===== config.mk =====
export PLATFORM = sky130hd
export DESIGN_NAME = mp3_transport_ctrl_flat
export DESIGN_NICKNAME = d
export VERILOG_FILES = /design/src/rtl/mp3_ctrl_pkg.sv /design/src/rtl/mp3_transport_ctrl_if.sv /design/src/rtl/button_debounce.sv /design/src/rtl/mp3_transport_ctrl.sv /design/src/flat_wrapper.sv
export SDC_FILE = /design/constraint.sdc
export NUM_CORES = 1
export LEC_CHECK = 0
export ABC_AREA = 1
export CORE_MARGIN = 2
export CORE_UTILIZATION = 50
export DETAILED_ROUTE_END_ITERATION = 12
export PLACE_DENSITY = 0.79
export SYNTH_ARGS = -nofsm -noshare
export SYNTH_HDL_FRONTEND = slang
export SYNTH_SLANG_ARGS = --single-unit
export TNS_END_PERCENT = 10

===== constraint.sdc =====
create_clock -name clk_clk -period 10.95 [get_ports clk_clk]
set_input_delay 2.19 -clock clk_clk [delete_from_list [all_inputs] [get_ports clk_clk]]
set_output_delay 2.19 -clock clk_clk [all_outputs]
set_load 0.05 [all_outputs]

===== src/rtl/mp3_ctrl_pkg.sv =====
// Shared types, index constants and seven-segment helpers for the MP3 transport controller.
package mp3_ctrl_pkg;

  typedef enum logic [1:0] {ST_IDLE, ST_LOAD, ST_PLAY, ST_PAUSE} state_t;

  // Arbitrated transport event; declaration order is the priority order.
  typedef enum logic [2:0] {EV_NONE, EV_STOP, EV_DONE, EV_NEXT, EV_PREV, EV_PLAY} ev_t;

  typedef struct packed {
    logic [3:0] min_t;
    logic [3:0] min_o;
    logic [3:0] sec_t;
    logic [3:0] sec_o;
  } bcd_time_t;

  localparam int NUM_BTN       = 4;
  localparam int BTN_PLAY      = 0;
  localparam int BTN_STOP      = 1;
  localparam int BTN_NEXT      = 2;
  localparam int BTN_PREV      = 3;

  localparam int SW_REPEAT_ALL = 0;
  localparam int SW_DISP       = 1;
  localparam int SW_REPEAT_ONE = 2;

  localparam logic [6:0] SEG_BLANK = 7'h7F;

  function automatic logic [6:0] seg7(input logic [3:0] d);
    case (d)
      4'd0:    return 7'h40;
      4'd1:    return 7'h79;
      4'd2:    return 7'h24;
      4'd3:    return 7'h30;
      4'd4:    return 7'h19;
      4'd5:    return 7'h12;
      4'd6:    return 7'h02;
      4'd7:    return 7'h78;
      4'd8:    return 7'h00;
      4'd9:    return 7'h10;
      default: return SEG_BLANK;
    endcase
  endfunction

  // One-second BCD increment, saturating at 99:59.
  function automatic bcd_time_t bcd_inc(input bcd_time_t t);
    bcd_time_t r;
    r = t;
    if (t == 16'h9959) return t;
    if (t.sec_o != 4'd9) r.sec_o = t.sec_o + 4'd1;
    else begin
      r.sec_o = 4'd0;
      if (t.sec_t != 4'd5) r.sec_t = t.sec_t + 4'd1;
      else begin
        r.sec_t = 4'd0;
        if (t.min_o != 4'd9) r.min_o = t.min_o + 4'd1;
        else begin
          r.min_o = 4'd0;
          r.min_t = t.min_t + 4'd1;
        end
      end
    end
    return r;
  endfunction

endpackage


===== src/rtl/mp3_transport_ctrl_if.sv =====
// Decoder-side handshake: track load request/ack, end-of-track pulse and run enable.
interface mp3_transport_ctrl_if #(
  parameter int TRACK_W = 7
) ();
  logic               load_req;
  logic [TRACK_W-1:0] load_track;
  logic               load_ack;
  logic               track_done;
  logic               playing;

  modport master (output load_req, load_track, playing, input load_ack, track_done);
  modport slave  (input load_req, load_track, playing, output load_ack, track_done);
endinterface


===== src/rtl/button_debounce.sv =====
// Per-key 2-FF synchronizer, debounce counter and one-cycle press pulse (active-low key).
module button_debounce #(
  parameter int DB_CYCLES = 2
) (
  input  logic clk,
  input  logic rst_n,
  input  logic raw_n,
  output logic press
);
  localparam int CNT_W = (DB_CYCLES > 1) ? $clog2(DB_CYCLES) : 1;

  logic [1:0]       sync;
  logic             level;
  logic [CNT_W-1:0] cnt;
  logic             accept;

  // cnt counts consecutive samples that disagree with the accepted level.
  assign accept = (sync[1] != level) && (cnt == CNT_W'(DB_CYCLES - 1));

  always_ff @(posedge clk or negedge rst_n) begin
    if (!rst_n) begin
      sync  <= 2'b11;
      level <= 1'b1;
      cnt   <= '0;
      press <= 1'b0;
    end else begin
      sync  <= {sync[0], raw_n};
      press <= 1'b0;
      if (sync[1] == level) cnt <= '0;
      else if (accept) begin
        level <= sync[1];
        cnt   <= '0;
        press <= ~sync[1];
      end else cnt <= cnt + 1'b1;
    end
  end
endmodule


===== src/rtl/mp3_transport_ctrl.sv =====
// Transport FSM, elapsed-time keeping and seven-segment display for the MP3 player.
module mp3_transport_ctrl
  import mp3_ctrl_pkg::*;
#(
  parameter int CLK_HZ      = 50000000,
  parameter int DEBOUNCE_MS = 20,
  parameter int NUM_TRACKS  = 8,
  parameter int TRACK_W     = 7
) (
  input  logic        clk_clk,
  input  logic        reset_reset_n,
  input  logic [3:0]  buttons_export,
  input  logic [2:0]  switchs_export,
  output logic [27:0] seven_seg_export,
  mp3_transport_ctrl_if.master dec
);
  localparam int DB_CYCLES = CLK_HZ / 1000 * DEBOUNCE_MS;
  localparam int PRESC_W   = (CLK_HZ > 1) ? $clog2(CLK_HZ) : 1;
  localparam logic [TRACK_W-1:0] LAST = TRACK_W'(NUM_TRACKS - 1);

  logic [NUM_BTN-1:0] press;
  logic [2:0]         sw_meta, sw;

  state_t             state, state_nxt;
  ev_t                ev;
  logic [TRACK_W-1:0] track, track_nxt, trk_inc, trk_dec;
  logic               stop_pend, pend_nxt, time_clr, past3, tick;
  logic [PRESC_W-1:0] presc;
  bcd_time_t          tm;
  logic [7:0]         t1;
  logic [27:0]        disp_nxt;

  for (genvar g = 0; g < NUM_BTN; g++) begin : g_btn
    button_debounce #(.DB_CYCLES(DB_CYCLES)) u_btn (
      .clk   (clk_clk),
      .rst_n (reset_reset_n),
      .raw_n (buttons_export[g]),
      .press (press[g])
    );
  end

  always_ff @(posedge clk_clk or negedge reset_reset_n) begin
    if (!reset_reset_n) {sw, sw_meta} <= '0;
    else                {sw, sw_meta} <= {sw_meta, switchs_export};
  end

  always_comb begin
    ev = EV_NONE;
    if      (press[BTN_STOP]) ev = EV_STOP;
    else if (dec.track_done)  ev = EV_DONE;
    else if (press[BTN_NEXT]) ev = EV_NEXT;
    else if (press[BTN_PREV]) ev = EV_PREV;
    else if (press[BTN_PLAY]) ev = EV_PLAY;
  end

  assign trk_inc = (track == LAST) ? '0 : track + 1'b1;
  assign trk_dec = (track == '0) ? LAST : track - 1'b1;
  assign past3   = (tm.min_t != 4'd0) || (tm.min_o != 4'd0) || (tm.sec_t != 4'd0) ||
                   (tm.sec_o >= 4'd3);

  always_comb begin
    state_nxt = state;
    track_nxt = track;
    pend_nxt  = stop_pend;
    case (state)
      ST_IDLE: begin
        case (ev)
          EV_PLAY: state_nxt = ST_LOAD;
          EV_NEXT: track_nxt = trk_inc;
          EV_PREV: track_nxt = trk_dec;
          default: ;
        endcase
      end
      ST_LOAD: begin
        if (dec.load_ack) begin
          state_nxt = (stop_pend || ev == EV_STOP) ? ST_IDLE : ST_PLAY;
          pend_nxt  = 1'b0;
        end else if (ev == EV_STOP) pend_nxt = 1'b1;
      end
      default: begin
        case (ev)
          EV_PLAY: state_nxt = (state == ST_PLAY) ? ST_PAUSE : ST_PLAY;
          EV_STOP: state_nxt = ST_IDLE;
          EV_NEXT: begin
            state_nxt = ST_LOAD;
            track_nxt = trk_inc;
          end
          EV_PREV: begin
            state_nxt = ST_LOAD;
            track_nxt = past3 ? track : trk_dec;
          end
          EV_DONE: begin
            if (state == ST_PLAY) begin
              if (sw[SW_REPEAT_ONE]) state_nxt = ST_LOAD;
              else if (track == LAST && !sw[SW_REPEAT_ALL]) begin
                state_nxt = ST_IDLE;
                track_nxt = '0;
              end else begin
                state_nxt = ST_LOAD;
                track_nxt = trk_inc;
              end
            end
          end
          default: ;
        endcase
      end
    endcase
  end

  // Time restarts when a load is acknowledged and whenever playback falls back to IDLE.
  assign time_clr = (state == ST_LOAD && dec.load_ack) ||
                    (state != ST_IDLE && state_nxt == ST_IDLE);
  assign tick     = (state == ST_PLAY) && (presc == PRESC_W'(CLK_HZ - 1));

  always_ff @(posedge clk_clk or negedge reset_reset_n) begin
    if (!reset_reset_n) begin
      state          <= ST_IDLE;
      track          <= '0;
      stop_pend      <= 1'b0;
      dec.load_req   <= 1'b0;
      dec.load_track <= '0;
      dec.playing    <= 1'b0;
    end else begin
      state        <= state_nxt;
      track        <= track_nxt;
      stop_pend    <= pend_nxt;
      dec.load_req <= (state_nxt == ST_LOAD);
      dec.playing  <= (state_nxt == ST_PLAY);
      if (state != ST_LOAD && state_nxt == ST_LOAD) dec.load_track <= track_nxt;
    end
  end

  always_ff @(posedge clk_clk or negedge reset_reset_n) begin
    if (!reset_reset_n) begin
      presc <= '0;
      tm    <= '0;
    end else begin
      if (state_nxt == ST_LOAD || state_nxt == ST_IDLE) presc <= '0;
      else if (state == ST_PLAY) presc <= tick ? '0 : presc + 1'b1;
      if (time_clr)  tm <= '0;
      else if (tick) tm <= bcd_inc(tm);
    end
  end

  assign t1 = 8'(track) + 8'd1;

  always_comb begin
    disp_nxt = {seg7(tm.min_t), seg7(tm.min_o), seg7(tm.sec_t), seg7(tm.sec_o)};
    if (sw[SW_DISP])
      disp_nxt = {SEG_BLANK, SEG_BLANK,
                  (t1 < 8'd10) ? SEG_BLANK : seg7(4'(t1 / 8'd10)),
                  seg7(4'(t1 % 8'd10))};
  end

  always_ff @(posedge clk_clk or negedge reset_reset_n) begin
    if (!reset_reset_n) seven_seg_export <= 28'hFFFFFFF;
    else                seven_seg_export <= disp_nxt;
  end
endmodule


===== src/flat_wrapper.sv =====
// flat-port wrapper written by rule: the top's interface ports become plain ports
module mp3_transport_ctrl_flat import mp3_ctrl_pkg::*;
#(
  parameter int CLK_HZ      = 50000000,
  parameter int DEBOUNCE_MS = 20,
  parameter int NUM_TRACKS  = 8,
  parameter int TRACK_W     = 7
)
  (clk_clk, reset_reset_n, buttons_export, switchs_export, seven_seg_export, dec_load_req, dec_load_track, dec_playing, dec_load_ack, dec_track_done);
  mp3_transport_ctrl_if #(.TRACK_W(TRACK_W)) dec_i ();
  input  logic clk_clk;
  input  logic reset_reset_n;
  input  logic [3:0] buttons_export;
  input  logic [2:0] switchs_export;
  output logic [27:0] seven_seg_export;
  output wire logic [$bits(dec_i.load_req)-1:0] dec_load_req;
  output wire logic [$bits(dec_i.load_track)-1:0] dec_load_track;
  output wire logic [$bits(dec_i.playing)-1:0] dec_playing;
  input wire logic [$bits(dec_i.load_ack)-1:0] dec_load_ack;
  input wire logic [$bits(dec_i.track_done)-1:0] dec_track_done;
  assign dec_load_req = dec_i.load_req;
  assign dec_load_track = dec_i.load_track;
  assign dec_playing = dec_i.playing;
  assign dec_i.load_ack = dec_load_ack;
  assign dec_i.track_done = dec_track_done;
  mp3_transport_ctrl #(.CLK_HZ(CLK_HZ), .DEBOUNCE_MS(DEBOUNCE_MS), .NUM_TRACKS(NUM_TRACKS), .TRACK_W(TRACK_W)) u_core (.clk_clk(clk_clk), .reset_reset_n(reset_reset_n), .buttons_export(buttons_export), .switchs_export(switchs_export), .seven_seg_export(seven_seg_export), .dec(dec_i));
endmodule

==> summary.txt <==
kind of start point of the critical path: input pin
worst min-delay path category: flop to flop
number of global-route vias before repair: 8359
antenna violations before repair: 0
TritonCTS sink count: 191
detailed-placement wirelength estimate: 15.9 mm
Total Negative Setup Slacks: 0 ns
Post-DRT Antenna Nets: 0
leakage component of the power: 5.38 nW
number of distinct library cells after synthesis: 56
Total Wirelength: 22.1 mm
final design area excluding fillers: 0.0120 mm²
type of element capturing the critical path: flop
clock skew after layout: 0.0110 ns
DRC violation count after routing: 0
max_slew headroom: 39.0%
transition time at the pin with the least slew margin: 0.915 ns
number of clock buffers inserted by TritonCTS: 17
largest buffer count on any clock path: 2
run status: completed
Async S/R FF share, synth: 100%
total of warnings raised by yosys: 0
detail-routed net length per standard cell: 13.4 µm
Chip Width: 150 µm
routed via count: 8824
largest net degree at the start of global routing: 117
PostCTS Resize Cnt: 0
max-capacitance violation count: 0
final hold violation count: 0
Finished Core Util: 57.2%
timing-limited maximum frequency: 196 MHz
dpl cell area: 0.0114 mm²
share of the synthesized area in the top cell type: 35.6%
htree depth: 4
Critical Path RT: 11.27 ns
Worst Hold Path Cells: 0
die area: 0.0224 mm²
total global-route track usage: 20.5%
final-layout worst hold slack: 0.349 ns
wire length of the first global-routing pass: 37.7 mm
post-synth net total: 1361
minimum setup slack in the final design: 5.83 ns
Setup-failing EPs final: 0
cell area after synthesis: 0.0106 mm²
start-to-end type of the worst setup path: input pin to flop
count of pins over their slew limit: 0
Most used DFF post-synth: dfrtp_1
data arrival time at the worst-slack endpoint: 5.44 ns
average cell area after synthesis: 8.10 µm²
portion of the clock cycle consumed by the worst path in the final layout: 46.7%
synthesis-to-layout area growth: 12.8%
Tmin final: 5.12 ns
Starting DRT DRC Count: 468
initial standard-cell utilization of the core: 50.7%
# IOs: 48
total setup buffers inserted after CTS: 0
depth of the worst register-to-register path: 31
number of rows created at floorplan: 53
maximum resistive drop on vdd: 99.5 µV
proportion of layout cells with a drive suffix above 1: 10.0%
clock-pin slew on the worst setup and hold paths: 0.07 ns
number of enable-type register cells in the synthesized netlist: 0
ANT cells: 0
GR Overflow Total: 0
Setup Slack @ Placement: 5.44 ns
number of buffers inserted for hold repair after clock tree synthesis: 0
y dimension of the die: 150 µm
post-synthesis sequential element count: 191
count leader, synth: nand2_1
Core ar.: 0.0210 mm²
largest cells by area after synthesis: dfrtp_1 36%, dfstp_2 9.9%, nand2_1 7.7%, inv_1 6.5%, nor2_1 5.9%
setup repair after global routing missed its margin: false
average via count per standard cell: 5.34
post-synthesis cell count: 1311
Worst-Skew Late Latency: 0.43 ns
top cell types by occurrence after synthesis: 218 x nand2_1, 183 x inv_1, 166 x nor2_1
input/output buffers: 47
worst-path fanout max: 14
power density normalized to cell area: 131 mW/mm²
sequential area share after synthesis: 45.5%
largest area contributor in the netlist: dfrtp_1
Net count, final: 1413
clock tree from TritonCTS: yes
drt pass-1 iters: 5
weighted congestion at the end of routability-driven global placement: 0.977
CTS root buffer: clkbuf_16
## critical path, stage by stage
cell and delay, ns:
clkdlybuf4s50_1 0.42, nor2_1 0.12, o21ai_0 0.13, nor2_1 0.17, nand2_2 0.15, inv_1 0.10
nor2_1 0.06, nand2_1 0.09, o211ai_1 0.08, nand2_1 0.08, nand2_2 0.10, nand2_1 0.34
nand3_1 0.15, nor3_1 0.25, nand4_1 0.16, nor2_1 0.18, nand2_1 0.07, nor3b_1 0.34
nand3_1 0.12, nand2_1 0.08, nor2_1 0.04
## kinds of logic after synthesis
group                    synth area share [%]
adder cells (fa/ha/maj)                  4.59
AND/OR/NAND/NOR                          27.4
flip-flops                               45.5
XOR/XNOR                                 2.94
buffers and inverters                    7.72
multiplexers                           0.0942
AO/OA/AOI/OAI                            11.8
## cell type report
cell class	instances	area, µm²
clock inverters	10	125
fillers	1921	8970
inverters	197	742
well taps	275	344
repair buffers	48	482
multi-input cells	908	4970
clock buffers	22	485
flip-flops and latches	191	4830
## path summary, 6_finish.rpt
kind                                            endpoint  slack [ns]         startpoint
min in group asynchronous  u_core.g_btn[2].u_btn.cnt[16]        1.87      reset_reset_n
min                                         u_core.sw[2]        0.35  u_core.sw_meta[2]
max reg2reg                   u_core.seven_seg_export[1]        6.79    u_core.track[0]
max                                     u_core.presc[19]        5.83     dec_track_done
min reg2reg                                 u_core.sw[2]        0.35  u_core.sw_meta[2]
max in group asynchronous                u_core.presc[6]        7.67      reset_reset_n
## layout by cell type, fill, tap and decap left out, types with 16 or more instances in the layout
| master | n |
|---|---|
| nor3_1 | 59 |
| nand3_1 | 76 |
| clkbuf_16 | 18 |
| dfstp_2 | 40 |
| nand2_1 | 218 |
| xor2_1 | 20 |
| clkdlybuf4s50_1 | 46 |
| dfrtp_1 | 151 |
| a21oi_1 | 84 |
| inv_1 | 183 |
| o21ai_0 | 71 |
| nand4_1 | 28 |
| nor2_1 | 166 |
| nand2_2 | 16 |
| ha_1 | 39 |
## power by group
group          total (mW)  leakage (nW)  internal (mW)  switching, mW
clock               0.636         0.302          0.366          0.270
sequential          0.738          2.48          0.730        0.00771
combinational       0.193          2.60         0.0602          0.133
## flip-flops by register name (all words and copies together), names as in the netlist
signal                    flops
u_core.sw                     3
u_core.dec.playing            1
u_core.g_btn.u_btn.cnt       80
u_core.tm                    16
u_core.track                  7
u_core.g_btn.u_btn.press      4
u_core.dec.load_track         7
u_core.g_btn.u_btn.sync       8
u_core.presc                 26
u_core.stop_pend              1
u_core.state                  2
u_core.g_btn.u_btn.level      4
u_core.dec.load_req           1
u_core.seven_seg_export      28
u_core.sw_meta                3
## metrics by stage
step | cells | power (mW)
2_1_floorplan | 1311 | 0.888
3_3_place_gp | 1619 | 0.941
3_5_place_dp | 1619 | 0.945
4_1_cts | 1651 | 1.58
5_1_grt | 1651 | 1.63
6_report | 1651 | 1.57
## layer usage
layer | track usage [%] | vias to the layer above | part of all wire, %
met1 | 26.9 | 4132 | 46
li1 | - | 4406 | -
met4 | 7.17 | 0 | 2.2
met2 | 34.5 | 246 | 48
met5 | 0 | - | 0
met3 | 3.63 | 40 | 4.6
(Power assumes the default switching activity.)
